[src/rtl/imem_arbiter.sv]
// Single-port instruction memory arbiter: holds fetch off during boot,
// then round-robins fetch and loader onto one 1-cycle-latency memory port.
`timescale 1ns/1ps

module imem_arbiter #(
  parameter int unsigned DEPTH   = 128,
  parameter logic [31:0] NOP     = 32'h00000013,
  parameter bit          BOOT_EN = 1'b1,
  localparam int unsigned AW     = $clog2(DEPTH)
) (
  input  logic          clk,
  input  logic          rst,

  input  logic          fetch_req,
  input  logic [31:0]   fetch_pc,
  output logic          fetch_ready,
  output logic          fetch_valid,
  output logic [31:0]   fetch_instr,
  output logic          misalign_err,

  input  logic          ld_req,
  input  logic          ld_we,
  input  logic [31:0]   ld_addr,
  input  logic [31:0]   ld_wdata,
  output logic          ld_ready,
  output logic          ld_valid,
  output logic [31:0]   ld_rdata,

  input  logic          boot_done,

  output logic          mem_en,
  output logic          mem_we,
  output logic [AW-1:0] mem_addr,
  output logic [31:0]   mem_wdata,
  input  logic [31:0]   mem_rdata
);

  // state   | meaning
  // --------+---------------------------------------------------------
  // ST_BOOT | loader owns the port, fetch held off until boot_done
  // ST_RUN  | round-robin between fetch and loader, until next rst
  typedef enum logic {ST_BOOT = 1'b0, ST_RUN = 1'b1} state_t;

  localparam state_t      RST_STATE = BOOT_EN ? ST_BOOT : ST_RUN;
  localparam logic [29:0] DEPTH_W   = 30'(DEPTH);

  state_t state_q, state_d;

  logic grant_fetch, grant_ld;

  logic last_ld_q,    last_ld_d;
  logic pend_fetch_q, pend_fetch_d;
  logic pend_ld_q,    pend_ld_d;
  logic use_mem_q,    use_mem_d;
  logic mis_q,        mis_d;

  logic fetch_oor, fetch_mis, ld_oor;
  logic unused_ld_lsb;

  assign fetch_oor     = fetch_pc[31:2] >= DEPTH_W;
  assign fetch_mis     = |fetch_pc[1:0];
  assign ld_oor        = ld_addr[31:2] >= DEPTH_W;
  assign unused_ld_lsb = ^ld_addr[1:0];

  always_ff @(posedge clk or posedge rst) begin
    if (rst) begin
      state_q <= RST_STATE;
    end else begin
      state_q <= state_d;
    end
  end

  always_comb begin
    state_d = state_q;
    if (state_q == ST_BOOT && boot_done) begin
      state_d = ST_RUN;
    end
  end

  // Grant is purely combinational; on a tie the side not served last wins.
  always_comb begin
    grant_fetch = 1'b0;
    grant_ld    = 1'b0;
    if (!rst) begin
      case (state_q)
        ST_BOOT: grant_ld = ld_req;
        ST_RUN: begin
          if (fetch_req && ld_req) begin
            grant_fetch = last_ld_q;
            grant_ld    = !last_ld_q;
          end else begin
            grant_fetch = fetch_req;
            grant_ld    = ld_req;
          end
        end
        default: ;
      endcase
    end
  end

  assign fetch_ready = grant_fetch;
  assign ld_ready    = grant_ld;

  always_comb begin
    mem_en    = 1'b0;
    mem_we    = 1'b0;
    mem_addr  = '0;
    mem_wdata = '0;
    if (grant_fetch) begin
      mem_en    = !fetch_oor && !fetch_mis;
      mem_addr  = fetch_pc[AW+1:2];
      mem_wdata = ld_wdata;
    end else if (grant_ld) begin
      mem_en    = !ld_oor;
      mem_we    = ld_we && !ld_oor;
      mem_addr  = ld_addr[AW+1:2];
      mem_wdata = ld_wdata;
    end
  end

  // Response tags are captured at acceptance so N+1 never looks at requester inputs.
  always_comb begin
    pend_fetch_d = grant_fetch;
    pend_ld_d    = grant_ld;
    use_mem_d    = (grant_fetch && !fetch_oor && !fetch_mis) ||
                   (grant_ld && !ld_we && !ld_oor);
    mis_d        = grant_fetch && fetch_mis;
    last_ld_d    = last_ld_q;
    if (grant_ld) begin
      last_ld_d = 1'b1;
    end else if (grant_fetch) begin
      last_ld_d = 1'b0;
    end
  end

  always_ff @(posedge clk or posedge rst) begin
    if (rst) begin
      last_ld_q    <= 1'b0;
      pend_fetch_q <= 1'b0;
      pend_ld_q    <= 1'b0;
      use_mem_q    <= 1'b0;
      mis_q        <= 1'b0;
    end else begin
      last_ld_q    <= last_ld_d;
      pend_fetch_q <= pend_fetch_d;
      pend_ld_q    <= pend_ld_d;
      use_mem_q    <= use_mem_d;
      mis_q        <= mis_d;
    end
  end

  assign fetch_valid  = pend_fetch_q;
  assign fetch_instr  = (pend_fetch_q && use_mem_q) ? mem_rdata : NOP;
  assign misalign_err = pend_fetch_q && mis_q;
  assign ld_valid     = pend_ld_q;
  assign ld_rdata     = (pend_ld_q && use_mem_q) ? mem_rdata : 32'h0;

endmodule
[config.mk]
export PLATFORM = sky130hd
export DESIGN_NAME = imem_arbiter
export DESIGN_NICKNAME = d
export VERILOG_FILES = /design/src/rtl/imem_arbiter.sv
export SDC_FILE = /design/constraint.sdc
export NUM_CORES = 1
export LEC_CHECK = 0
export CAP_MARGIN = 20
export CORE_AREA = 2 2 94 96
export DETAILED_ROUTE_END_ITERATION = 10
export DIE_AREA = 0 0 96 98
export SYNTH_ARGS = -nofsm -noshare
export SYNTH_HDL_FRONTEND = slang
export SYNTH_SLANG_ARGS = --single-unit
[constraint.sdc]
create_clock -name clk -period 1.96 [get_ports clk]
set_input_delay 0.294 -clock clk [delete_from_list [all_inputs] [get_ports clk]]
set_output_delay 0.294 -clock clk [all_outputs]
set_load 0.005 [all_outputs]
==> metrics.md <==
| Metric | Value |
|---|---|
| Net switching power | `243 uW` |
| Worst r2r src | `state_q$_DFFE_PP0P_` |
| Post-layout min period | `1.92 ns` |
| Clock tree from TritonCTS | `done` |
| Total stage count of the critical path | `6` |
| Synth Area in Adders | `0%` |
| Synthesized net count | `296` |
| Finished Cell Area | `4000 um2` |
| Via Count | `2,320` |
| Hold Buf Count CTS | `0` |
| Mapped Area | `1150 um2` |
| Worst path bufs/invs | `2` |
| Port bufs | `241` |
| Filler cells | `848` |
| Max-cap violations | `0` |
| Setup crit start | `last_ld_q$_DFFE_PP0P_` |
| XOR/XNOR Fraction of Synth Area | `0%` |
| Mapped Cells | `162` |
| Die area | `9410 um2` |
| Worst Reg-to-Reg Cells | `6` |
| Cell family with most CP delay | `simple AND/OR/NAND/NOR gates` |
| Crit path required time | `1.67 ns` |
| DP Cell Count | `507` |
| # H-tree levels | `1` |
| Net Sw Frac | `25.9%` |
| WHS | `0.160 ns` |
| Clock Pin Slew Worst Setup and Hold Paths | `0.03 ns` |
| Die Width | `96 um` |
| Mean Syn Cell Area | `7.10 um2` |
| Vias in the first global route | `2,246` |
| Reg2reg setup slack | `0.50 ns` |
| Worst setup EP type | `primary output` |
| Total track usage | `14.2%` |
| Final slew viol count | `0` |
| Final hold vios | `0` |
| First-pass GRT wire length | `10.7 mm` |
| Worst r2r dst | `use_mem_q$_DFF_PP0_` |
| Worst EP arrival | `1.62 ns` |
| Drt first pass iters | `4` |
| Peak VDD IR | `0.178 mV` |
| Leak | `1.95 nW` |
| Residual DRC | `0` |
| Largest net degree at the start of global routing | `63` |
| GP Congestion | `0.750` |
| Setup Crit Path Kind | `reg2out` |
| CP max stage cell | `dfrtp_2` |
| Cell area power density | `234 nW/um2` |
| Post-synthesis mux area share | `0%` |
| Grt total ovfl | `0` |
| Multi-input gate area | `997 um2` |
| Status | `complete, no violations` |
| Final setup violation count | `0` |
| Final #Nets | `566` |
| Count of cell types in the netlist | `26` |
| Crit path cell chain | `nor2b_4 -> nor2_4 -> or2_4 -> buf_4 -> and2_1 -> clkdlybuf4s15_1` |
| Startpoint Class | `register` |
| Placed instance area | `3730 um2` |
| Antenna cells | `0` |
| Aggregate routed wire length | `7.73 mm` |
| # clock sinks | `6` |
| Detail Route Antenna Nets | `0` |
| Layout cell share with drive strength beyond 1 | `21.2%` |
| Combinational power share | `65.7%` |
| Reg area | `154 um2` |
| Slowest cell delay on critical path | `0.44 ns` |
| Peak Freq | `0.522 GHz` |
| Seq cells post-synth | `6` |
| Area Overhead vs Synth | `248%` |
| Worst Path Max Fanout | `5` |
| # IOs | `244` |
| Unrepaired setup endpoints after global routing | `yes` |
| Largest family of logic cells by synthesized area | `simple AND/OR/NAND/NOR gates` |
| Synth Area in Compound Gates | `9.03%` |
| Row cnt | `34` |
| Register area share after synthesis | `13.1%` |
| DR iter-0 viols | `34` |
| Final Skew | `0.000378 ns` |
| Critical path capture point | `mem_wdata[9]` |
| Internal cell power | `694 uW` |
| Clock power share | `19.0%` |
| Simple-Gate Fraction of Synth Area | `70.4%` |
| Root Driver | `clkbuf_8` |
| Clock Latency Late Sink | `0.22 ns` |
| Clk buf depth | `2` |
| Slew @ Worst Pin | `0.261 ns` |
| Final Cycle Share | `97.8%` |
| DR vias/cell | `4.31` |
| YS warnings | `0` |
| Slew margin rel. | `82.5%` |
| Core Box Area | `8470 um2` |
| TritonCTS buffer count | `3` |
| Wire length per cell | `14.4 um` |
| Fin cells | `538` |
| Share of power burned in registers | `15.3%` |
| Hold Path Class | `in2async` |
| DPL Wire Length | `5.94 mm` |
| Antenna violations before repair | `0` |
| Starting Density | `13.6%` |
| Die height | `98 um` |
cell type report:
cell class / instances / share of cell area (%)
clock buffers: 3 / 1.03
inverters: 2 / 0.188
multi-input cells: 142 / 25.0
flip-flops and latches: 6 / 3.85
well taps: 108 / 3.38
repair buffers: 277 / 66.6
placed cells by master (no fill, tap or decap), drive strengths merged:
master         count
a211o              1
dlymetal6s2s       7
dfrtp              6
nand2b             1
or2                9
and4               2
nor4              11
clkbuf            21
a21o               1
nand4              1
nor3               4
and2              34
a31oi              1
inv                2
nand2              2
nor2               2
clkdlybuf4s50    189
a22o               7
nand3              1
clkdlybuf4s15      7
buf               44
nand3b             1
and3              61
nor4b              1
nor2b              1
o21ai              1
dlygate4sd2       12
synth_stat cells (all sizes together):
master  number  area share [%]
nor4        11             6.0
nand2b       1            0.54
nand4        1            0.54
and3        61              33
nand2        2            0.65
a22o         7             5.3
o21ai        1            0.43
a21o         1            0.65
nor2         2             1.3
and4         2             1.5
nand3b       1            0.98
dfrtp        6              13
nor4b        1            0.76
nor3         4             1.7
and2        34              18
nand3        1            0.43
clkbuf      12             3.9
buf          3             2.9
inv          2            0.65
nor2b        1            0.76
a31oi        1             1.8
or2          6             3.5
a211o        1            0.76
repair_timing:
action                     CTS  global route
resized for setup          113            37
cloned                       3             2
setup endpoints to repair   43            33
setup buffers               21             3
pin swaps                   12             8
sequential cells by signal, indices dropped and copies added, names as in the netlist:
name,flops
fetch_valid,1
last_ld_q,1
ld_valid,1
mis_q,1
state_q,1
use_mem_q,1
stage by stage:
stage | util [%] | setup TNS [ns] | power, mW | setup slack [ns]
final | 47.2 | 0 | 0.937 | 0.0426
after global routing | 47.2 | -0.0752 | 0.994 | -0.0658
after CTS | 46.7 | -0.0707 | 0.936 | -0.0354
after detailed placement | 44.0 | -18.05 | 0.707 | -0.489
after global placement | 44.0 | -17.19 | 0.702 | -0.483
after floorplan | - | 0 | 0.272 | 0.443
routing by layer:
metal | share of wire [%] | track usage, % | routed length [um]
met2 | 55 | 29.4 | 4270
met1 | 36 | 14.3 | 2750
met4 | 0.22 | 1.43 | 17
met5 | 0 | 0 | 0
met3 | 8.9 | 3.16 | 692
logic make-up after synthesis:
family | Yosys count
AOI/OAI and AO/OA | 11
and+or+nand+nor | 128
DFF | 6
buffers and inverters | 17
power by group through the flow:
| stage | Combinational [mW] | Clock [mW] | Sequential, mW |
|---|---|---|---|
| floorplan | 0.129 | 0 | 0.143 |
| global placement | 0.560 | 0 | 0.142 |
| detailed placement | 0.564 | 0 | 0.142 |
| CTS | 0.612 | 0.180 | 0.144 |
| global route | 0.663 | 0.187 | 0.144 |
| finish | 0.616 | 0.178 | 0.144 |
worst min-delay path by stage:
stage                                 end  from  cells past startpoint
floorplan           fetch_valid$_DFF_PP0_   rst                      1
global placement          mis_q$_DFF_PP0_   rst                      2
detailed placement  fetch_valid$_DFF_PP0_   rst                      2
CTS                   use_mem_q$_DFF_PP0_   rst                      2
global route           ld_valid$_DFF_PP0_   rst                      2
finish              fetch_valid$_DFF_PP0_   rst                      2
Power figures use the tool's default switching activity.
